`config.mk`:
```
export PLATFORM = sky130hd
export DESIGN_NAME = mem_arbiter_flat
export DESIGN_NICKNAME = d
export VERILOG_FILES = /design/src/rtl/mem_arbiter_if.sv /design/src/rtl/mem_arbiter.sv /design/src/flat_wrapper.sv
export SDC_FILE = /design/constraint.sdc
export NUM_CORES = 1
export LEC_CHECK = 0
export BUFFER_PORTS_ARGS = -buffer_cell sky130_fd_sc_hd__buf_2
export CAP_MARGIN = 10
export CORE_UTILIZATION = 30
export CTS_CLUSTER_SIZE = 12
export DETAILED_ROUTE_END_ITERATION = 8
export PLACE_DENSITY_LB_ADDON = 0.08
export SLEW_MARGIN = 15
export SYNTH_ARGS = -nofsm -noshare
export SYNTH_HDL_FRONTEND = slang
export SYNTH_SLANG_ARGS = --single-unit
```
`constraint.sdc`:
```
create_clock -name clock -period 1.85 [get_ports clock]
set_input_delay 0 -clock clock [delete_from_list [all_inputs] [get_ports clock]]
set_output_delay 0 -clock clock [all_outputs]
set_load 0.1 [all_outputs]
```
`src/rtl/mem_arbiter_if.sv`:
```
// Bus bundle between the two requesters, the arbiter and the single-port RAM.
// master = requesters plus RAM side, slave = the arbiter.
interface mem_arbiter_if #(
  parameter int ADDR_W = 16,
  parameter int DATA_W = 16
);
  logic              a_req;
  logic              a_we;
  logic [ADDR_W-1:0] a_addr;
  logic [DATA_W-1:0] a_wdata;
  logic              a_gnt;
  logic              a_stall;
  logic              a_rvalid;
  logic [DATA_W-1:0] a_rdata;

  logic              b_req;
  logic              b_we;
  logic              b_lock;
  logic [ADDR_W-1:0] b_addr;
  logic [DATA_W-1:0] b_wdata;
  logic              b_gnt;
  logic              b_rvalid;
  logic [DATA_W-1:0] b_rdata;

  logic [ADDR_W-1:0] ram_address;
  logic [DATA_W-1:0] ram_data;
  logic              ram_wren;
  logic [DATA_W-1:0] ram_q;

  modport master (
    output a_req, a_we, a_addr, a_wdata,
    input  a_gnt, a_stall, a_rvalid, a_rdata,
    output b_req, b_we, b_lock, b_addr, b_wdata,
    input  b_gnt, b_rvalid, b_rdata,
    input  ram_address, ram_data, ram_wren,
    output ram_q
  );

  modport slave (
    input  a_req, a_we, a_addr, a_wdata,
    output a_gnt, a_stall, a_rvalid, a_rdata,
    input  b_req, b_we, b_lock, b_addr, b_wdata,
    output b_gnt, b_rvalid, b_rdata,
    output ram_address, ram_data, ram_wren,
    input  ram_q
  );
endinterface

```
`src/rtl/mem_arbiter.sv`:
```
// Two-port arbiter in front of a single-port RAM: round-robin on conflict,
// with a bounded locked-burst mode for port B and in-order read return.
module mem_arbiter #(
  parameter int ADDR_W    = 16,
  parameter int DATA_W    = 16,
  parameter int MAX_BURST = 8
) (
  input logic        clock,
  input logic        reset,
  mem_arbiter_if.slave bus
);

  localparam int CNT_W = $clog2(MAX_BURST + 1);
  localparam logic [CNT_W-1:0] CNT_MAX = CNT_W'(MAX_BURST);

  typedef enum logic {
    WIN_A = 1'b0,
    WIN_B = 1'b1
  } winner_e;

  winner_e           last_winner_q, last_winner_d;
  logic [CNT_W-1:0]  burst_cnt_q, burst_cnt_d;
  logic              a_pend_q, a_pend_d;
  logic              b_pend_q, b_pend_d;

  logic              a_gnt, b_gnt;
  logic              burst_active, burst_sat;
  logic [ADDR_W-1:0] mux_addr;
  logic [DATA_W-1:0] mux_data;
  logic              mux_we;

  // A nonzero count implies B was granted last cycle, since it clears otherwise.
  assign burst_sat    = (burst_cnt_q == CNT_MAX);
  assign burst_active = bus.b_req & bus.b_lock & (burst_cnt_q != '0) & (burst_cnt_q < CNT_MAX);

  always_comb begin
    a_gnt = 1'b0;
    b_gnt = 1'b0;
    if (!reset) begin
      if (bus.a_req && bus.b_req) begin
        if (burst_active) begin
          b_gnt = 1'b1;
        end else if (burst_sat) begin
          a_gnt = 1'b1;
        end else if (last_winner_q == WIN_B) begin
          a_gnt = 1'b1;
        end else begin
          b_gnt = 1'b1;
        end
      end else begin
        a_gnt = bus.a_req;
        b_gnt = bus.b_req;
      end
    end
  end

  always_comb begin
    last_winner_d = last_winner_q;
    if (a_gnt) begin
      last_winner_d = WIN_A;
    end else if (b_gnt) begin
      last_winner_d = WIN_B;
    end

    burst_cnt_d = '0;
    if (b_gnt) begin
      burst_cnt_d = burst_sat ? burst_cnt_q : burst_cnt_q + 1'b1;
    end

    a_pend_d = a_gnt & ~bus.a_we;
    b_pend_d = b_gnt & ~bus.b_we;
  end

  always_ff @(posedge clock) begin
    if (reset) begin
      last_winner_q <= WIN_B;
      burst_cnt_q   <= '0;
      a_pend_q      <= 1'b0;
      b_pend_q      <= 1'b0;
    end else begin
      last_winner_q <= last_winner_d;
      burst_cnt_q   <= burst_cnt_d;
      a_pend_q      <= a_pend_d;
      b_pend_q      <= b_pend_d;
    end
  end

  // Port A owns the RAM bus whenever B is not granted, including idle cycles.
  always_comb begin
    mux_addr = bus.a_addr;
    mux_data = bus.a_wdata;
    mux_we   = a_gnt & bus.a_we;
    if (b_gnt) begin
      mux_addr = bus.b_addr;
      mux_data = bus.b_wdata;
      mux_we   = bus.b_we;
    end
  end

  assign bus.ram_address = mux_addr;
  assign bus.ram_data    = mux_data;
  assign bus.ram_wren    = mux_we;

  assign bus.a_gnt    = a_gnt;
  assign bus.b_gnt    = b_gnt;
  assign bus.a_stall  = bus.a_req & ~a_gnt;
  // Gating with reset drops a read whose data cycle coincides with reset.
  assign bus.a_rvalid = a_pend_q & ~reset;
  assign bus.b_rvalid = b_pend_q & ~reset;
  assign bus.a_rdata  = bus.ram_q;
  assign bus.b_rdata  = bus.ram_q;

endmodule

```
`src/flat_wrapper.sv`:
```
// flat-port wrapper written by rule: the top's interface ports become plain ports
module mem_arbiter_flat 
#(
  parameter int ADDR_W    = 16,
  parameter int DATA_W    = 16,
  parameter int MAX_BURST = 8
)
  (clock, reset, bus_a_req, bus_a_we, bus_a_addr, bus_a_wdata, bus_a_gnt, bus_a_stall, bus_a_rvalid, bus_a_rdata, bus_b_req, bus_b_we, bus_b_lock, bus_b_addr, bus_b_wdata, bus_b_gnt, bus_b_rvalid, bus_b_rdata, bus_ram_address, bus_ram_data, bus_ram_wren, bus_ram_q);
  mem_arbiter_if #(.ADDR_W(ADDR_W), .DATA_W(DATA_W)) bus_i ();
  input logic clock;
  input logic reset;
  input wire logic [$bits(bus_i.a_req)-1:0] bus_a_req;
  input wire logic [$bits(bus_i.a_we)-1:0] bus_a_we;
  input wire logic [$bits(bus_i.a_addr)-1:0] bus_a_addr;
  input wire logic [$bits(bus_i.a_wdata)-1:0] bus_a_wdata;
  output wire logic [$bits(bus_i.a_gnt)-1:0] bus_a_gnt;
  output wire logic [$bits(bus_i.a_stall)-1:0] bus_a_stall;
  output wire logic [$bits(bus_i.a_rvalid)-1:0] bus_a_rvalid;
  output wire logic [$bits(bus_i.a_rdata)-1:0] bus_a_rdata;
  input wire logic [$bits(bus_i.b_req)-1:0] bus_b_req;
  input wire logic [$bits(bus_i.b_we)-1:0] bus_b_we;
  input wire logic [$bits(bus_i.b_lock)-1:0] bus_b_lock;
  input wire logic [$bits(bus_i.b_addr)-1:0] bus_b_addr;
  input wire logic [$bits(bus_i.b_wdata)-1:0] bus_b_wdata;
  output wire logic [$bits(bus_i.b_gnt)-1:0] bus_b_gnt;
  output wire logic [$bits(bus_i.b_rvalid)-1:0] bus_b_rvalid;
  output wire logic [$bits(bus_i.b_rdata)-1:0] bus_b_rdata;
  output wire logic [$bits(bus_i.ram_address)-1:0] bus_ram_address;
  output wire logic [$bits(bus_i.ram_data)-1:0] bus_ram_data;
  output wire logic [$bits(bus_i.ram_wren)-1:0] bus_ram_wren;
  input wire logic [$bits(bus_i.ram_q)-1:0] bus_ram_q;
  assign bus_i.a_req = bus_a_req;
  assign bus_i.a_we = bus_a_we;
  assign bus_i.a_addr = bus_a_addr;
  assign bus_i.a_wdata = bus_a_wdata;
  assign bus_a_gnt = bus_i.a_gnt;
  assign bus_a_stall = bus_i.a_stall;
  assign bus_a_rvalid = bus_i.a_rvalid;
  assign bus_a_rdata = bus_i.a_rdata;
  assign bus_i.b_req = bus_b_req;
  assign bus_i.b_we = bus_b_we;
  assign bus_i.b_lock = bus_b_lock;
  assign bus_i.b_addr = bus_b_addr;
  assign bus_i.b_wdata = bus_b_wdata;
  assign bus_b_gnt = bus_i.b_gnt;
  assign bus_b_rvalid = bus_i.b_rvalid;
  assign bus_b_rdata = bus_i.b_rdata;
  assign bus_ram_address = bus_i.ram_address;
  assign bus_ram_data = bus_i.ram_data;
  assign bus_ram_wren = bus_i.ram_wren;
  assign bus_i.ram_q = bus_ram_q;
  mem_arbiter #(.ADDR_W(ADDR_W), .DATA_W(DATA_W), .MAX_BURST(MAX_BURST)) u_core (.clock(clock), .reset(reset), .bus(bus_i));
endmodule
```
==> flow_summary_export.csv, run 1 <==
group,metric,value,unit
min_path,hp-class,"in2out",
setup_path,crit_path_end_kind,"primary output",
synthesis,ys.warnings.count,0,
global_route,overflow,0,
routing,drc,0,
placement,portBuffers,108,
pwr,p_leak,1.274,nW
synthesis,synth_nets,207,
global_route,grt_pass1_wl,6134,um
finish,area_growth,120.3,%
setup_path,path_cells,"inv_2 -> ha_4 -> nor2b_4 -> a21oi_4 -> o21ai_4 -> buf_12 -> clkbuf_16 -> mux2_4 -> buf_12",
floorplan,io_pins,157,
finish,final_common_cell,"buf_2",
sta,period_minus_slack,2011,ps
routing,wl_per_cell,16.14,um
clock_network,clock_sinks,7,
sta,setup_ws,-161.3,ps
sta,finalSetupViolations,33,
finish,diodes,0,
floorplan,initial_core_util,32.00,%
placement,detailed_place.area,0.001963,mm^2
global_route,grt_max_degree,17,
synthesis,synthArstFlopShare,0,%
clock_network,cts.clk_slew.worst_paths,60,ps
job,maxCapViolations,0,
setup_path,cp-start-kind,"register",
synthesis,yosysSeqAreaShare,12.92,%
setup_path,path_class,"reg2out",
clock_network,cts_buffers,3,
setup_path,cp_num_buf_inv,4,
sta,skew,5.428,ps
setup_path,crit_fanout,5,
clock_network,cts_root_buffer,"clkbuf_4",
global_route,grt_usage,20.33,%
sta,drv_slew,0,
routing,drt_wl_total,4212,um
clock_network,worstSkewPairLatency,250,ps
synthesis,postSynthCellCount,118,
floorplan,die_h,62.13,um
synthesis,yosysTopAreaCell,"buf_4",
finish,drive_above_1_share,81.86,%
synthesis,synth-seq-cells,7,
placement,dp_hpwl,3176,um
clock_network,cts_tree,"built",
sta,tightestPinTransition,492.7,ps
placement,gp_congestion,0.7944,
pwr,ir_drop,0.3354,mV
sta,period_share,108.7,%
synthesis,syn_avg_cell_area,9.193,um^2
floorplan,die_x,62.13,um
sta,fmax,497.2,MHz
synthesis,synthFlopType,"dfxtp_1",
setup_path,cp.arrival,2010,ps
finish,fin_util,70.51,%
setup_path,cpPeakStageDelay,320,ps
floorplan,coreArea,0.003390,mm^2
global_route,antenna_found_initial,0,
status,status,"complete, but fails checks",
synthesis,synthTopCellsByArea,"buf_4, mux2_4, mux2_1, dfxtp_1, buf_6",
sta,hold_slack,0.07568,ps
synthesis,synth_top_area_share,22.15,%
synthesis,synth_edf_count,0,
routing,vias,1203,
finish,design_area,0.002390,mm^2
synthesis,syn_area,0.001085,mm^2
synthesis,synth.distinct_cells,26,
clock_network,htreeDepth,1,
sta,rsz0062_at_grt,"true",
status,violations,"negative setup slack",
finish,final_cell_mix,"buf_2, buf_12, mux2_4, buf_4, nor2_1",
finish,finalNetCount,305,
routing,drt-pass1-iter-count,3,
floorplan,placementRows,21,
global_route,grt_pass1_vias,1224,
setup_path,cpMaxStageDelayCell,"dfxtp_2",
routing,drt_iter0_drc,19,
setup_path,cpMostUsedCell,"buf_12",
clock_network,clockBufferDepth,2,
routing,detail_route.vias_per_cell,4.609,
routing,postRouteAntennaNets,0,
sta,slew_headroom,67.38,%
sta,hold_viol_final,0,
floorplan,dieArea,0.003860,mm^2
pwr,powerDensity,591.2,mW/mm^2
setup_path,crit_family,"buffers and inverters",
setup_path,critPathRequiredTime,1850,ps
final cells by class:
| type | count | area [um^2] |
|---|---|---|
| timing repair buffer | 129 | 1374 |
| fill | 256 | 999.7 |
| multi-input combinational | 70 | 767.0 |
| sequential | 7 | 142.6 |
| tap | 46 | 57.56 |
| clock buffer | 3 | 22.52 |
| inverter | 5 | 21.27 |
| clock inverter | 1 | 5.005 |
logic make-up (layout without fill, tap and decap cells):
| group | Yosys count | count (layout) | share of synthesized area, % |
|---|---|---|---|
| buffers and inverters | 41 | 138 | 27.45 |
| muxes | 32 | 32 | 38.06 |
| and+or+nand+nor | 24 | 24 | 11.42 |
| AOI/OAI and AO/OA | 9 | 9 | 5.421 |
| DFF | 7 | 7 | 12.92 |
| xor gates and xnor gates | 3 | 3 | 2.423 |
| adders and majority gates | 2 | 2 | 2.306 |
flip-flops by register name, indices dropped and copies added, names as in the netlist:
signal                count
u_core.burst_cnt_q        4
u_core.last_winner_q      1
u_core.b_pend_q           1
u_core.a_pend_q           1
per-stage QoR:
stage,setup WS (ps),power (mW),cells,TNS (ps)
global placement,75.89,1.151,239,0
finish,-161.3,1.413,261,-4548
floorplan,-109.2,1.113,118,-109.2
detailed placement,36.78,1.160,239,0
CTS,-181.4,1.380,255,-4758
global route,-241.3,1.462,261,-7193
report_power, final:
group | switching (mW) | internal [mW]
Clock | 0.0605 | 0.0791
Sequential | 0.00446 | 0.157
Combinational | 0.649 | 0.463
synth_stat cells (2+ instances only):
cell      n
ha_1      2
nor2b_1   3
buf_4    32
nor2_1    8
nand3_1   4
mux2_1   18
dfxtp_1   7
inv_1     4
buf_6     3
nand2_1   4
a21oi_1   4
xor2_1    2
mux2_4   14
per-layer routing:
layer	vias to the layer above	part of all wire (%)	GRT usage, %	wire, um
met4	0	0.88	4.651	37
met5	-	0	0	0
met2	88	57	41.21	2381
li1	564	-	-	-
met3	9	10	8.272	430
met1	542	32	18.36	1363
path summary, 6_finish.rpt:
path	start	end	slack, ps	cells after the start
max	u_core.burst_cnt_q[1]	bus_ram_address[0]	-160	9
min	bus_ram_q[12]	bus_b_rdata[12]	0.08	0
max reg2reg	u_core.burst_cnt_q[0]	u_core.burst_cnt_q[1]	180	10
min reg2reg	u_core.burst_cnt_q[1]	u_core.burst_cnt_q[1]	610	3
what timing repair did:
action | 4_1_cts | 5_1_grt
setup endpoints to repair | 35 | 35
gates cloned | 3 | 2
pin swaps | 1 | 3
setup buffers | 6 | 4
hold buffers | 3 | 0
resized for setup | 21 | 19
hold endpoints to repair | 3 | 0
Note: power is estimated with default switching activity, not from simulation.
==> inputs of run 2 (changes only) <==
--- a/config.mk
+++ b/config.mk
@@ -11,6 +11,7 @@
 export CTS_CLUSTER_SIZE = 12
 export DETAILED_ROUTE_END_ITERATION = 8
 export PLACE_DENSITY_LB_ADDON = 0.08
+export RECOVER_POWER = 100
 export SLEW_MARGIN = 15
 export SYNTH_ARGS = -nofsm -noshare
 export SYNTH_HDL_FRONTEND = slang
==> run 2 against run 1 <==
  * The run still ends with negative setup slack left
  * Clock power barely moved
  * Worst hold slack is the same
  * Total power is essentially flat
  * Wire length grew 0.12%
  * Utilization about the same
  * Final cell count is the same
  * Clock skew hardly changed
  * First-iteration DRC count unchanged
  * Final area is essentially flat
  * Critical endpoint unchanged
  * Largest power group unchanged
==> flow_summary_export.csv, run 2 (synthesis gave the netlist of run 1 again) <==
group,metric,value,unit
status,status,"complete, but fails checks",
status,violations,"negative setup slack",
routing,drt-pass1-iter-count,3,
job,maxCapViolations,0,
setup_path,path_class,"reg2out",
setup_path,path_cells,"inv_2 -> ha_4 -> nor2b_4 -> a21oi_4 -> o21ai_4 -> buf_12 -> clkbuf_16 -> mux2_4 -> buf_12",
pwr,ir_drop,0.3355,mV
setup_path,critPathRequiredTime,1850,ps
floorplan,initial_core_util,32.00,%
floorplan,die_h,62.13,um
global_route,overflow,0,
routing,drt_iter0_drc,19,
routing,drc,0,
finish,final_common_cell,"buf_2",
setup_path,cpMostUsedCell,"buf_12",
floorplan,coreArea,0.003390,mm^2
sta,slew_headroom,21.50,%
finish,regMostFlops,"u_core.burst_cnt_q",
sta,period_share,108.7,%
sta,period_minus_slack,2011,ps
sta,setup_ws,-161.3,ps
setup_path,cpPeakStageDelay,320,ps
finish,finalNonFillerCells,261,
sta,tns,-4548,ps
sta,finalSetupViolations,33,
finish,largest_register_ffs,4,
clock_network,cts_tree,"built",
min_path,hold_depth,0,
sta,hold_viol_final,0,
sta,tightestPinTransition,1183,ps
global_route,grt_max_degree,17,
sta,drv_slew,0,
clock_network,worstSkewPairLatency,250,ps
setup_path,rr_worst_depth,10,
floorplan,placementRows,21,
pwr,p_leak,1.269,nW
global_route,met3_usage,8.272,%
setup_path,crit_fanout,5,
sta,fmax,497.2,MHz
finish,final_cell_mix,"buf_2, buf_12, mux2_4, buf_4, nor2_1",
min_path,hp-class,"in2out",
setup_path,cpMaxStageDelayCell,"dfxtp_2",
floorplan,dieArea,0.003860,mm^2
finish,drive_above_1_share,81.40,%
global_route,antenna_found_initial,0,
global_route,grt_pass1_wl,6134,um
routing,wl_per_cell,16.16,um
setup_path,cp.arrival,2010,ps
placement,portBuffers,108,
setup_path,cp-start-kind,"register",
finish,area_growth,120.2,%
global_route,grt.busiest_layer,"met2",
finish,finalNetCount,305,
clock_network,htreeDepth,1,
floorplan,io_pins,157,
global_route,grt_usage,20.33,%
placement,dp_cells,239,
clock_network,clockBufferDepth,2,
global_route,grtUsageMet1,18.36,%
global_route,grt_use_met2,41.21,%
floorplan,die_x,62.13,um
pwr,powerDensity,591.5,mW/mm^2
clock_network,clock_sinks,7,
clock_network,cts.clk_slew.worst_paths,60,ps
routing,vias,1203,
routing,drt_wl_total,4217,um
routing,postRouteAntennaNets,0,
sta,hold_slack,0.07568,ps
finish,diodes,0,
routing,detail_route.vias_per_cell,4.609,
clock_network,cts_root_buffer,"clkbuf_4",
placement,dp_hpwl,3176,um
sta,skew,5.428,ps
placement,gp_congestion,0.7944,
setup_path,crit_path_end_kind,"primary output",
clock_network,cts_buffers,3,
global_route,grt_pass1_vias,1224,
sta,rsz0062_at_grt,"true",
run 2: layout make-up:
cell class              instances  area [um^2]
clock inverters                 1        5.005
repair buffers                129         1373
clock buffers                   3        22.52
well taps                      46        57.56
multi-input cells              70        767.0
inverters                       5        21.27
fillers                       257         1001
flip-flops and latches          7        142.6
run 2: stage by stage:
stage	total power [mW]	setup WS, ps	area (um^2)	utilization [%]
after floorplan	1.113	-109.2	1091	-
after global placement	1.151	75.89	1963	57.92
after detailed placement	1.160	36.78	1963	57.92
after CTS	1.380	-181.4	2241	66.11
after global routing	1.462	-241.3	2389	70.47
final	1.413	-161.3	2389	70.47
run 2: worst max-delay path: cells and delay by family, from the launching register on:
kind,cells,cell delay (ps)
adders and majority gates,1,120
buffers and inverters,4,550
and+or+nand+nor,1,160
DFF,1,320
muxes,1,310
AOI/OAI and AO/OA,2,280
run 2: power by group:
part	internal [mW]	switching, mW
Sequential	0.157	0.00446
Clock	0.0791	0.0605
Combinational	0.462	0.650
run 2: timing repair:
item                                   4_1_cts  5_1_grt
setup buffers                                6        4
pin swaps                                    1        3
resized for setup                           21       19
gates cloned                                 3        2
hold buffers                                 3        0
endpoints found under the hold margin        3        0
setup endpoints to repair                   35       35
run 2: metal layers:
metal	vias up	wire, um
met2	88	2382
met4	0	37
met5	-	0
met1	542	1375
met3	9	422
li1	564	-
run 2: path summary, 6_finish.rpt:
kind | startpoint | to | slack (ps)
max | u_core.burst_cnt_q[1] | bus_ram_address[0] | -160
min | bus_ram_q[12] | bus_b_rdata[12] | 0.08
max reg2reg | u_core.burst_cnt_q[0] | u_core.burst_cnt_q[1] | 180
min reg2reg | u_core.burst_cnt_q[1] | u_core.burst_cnt_q[1] | 610
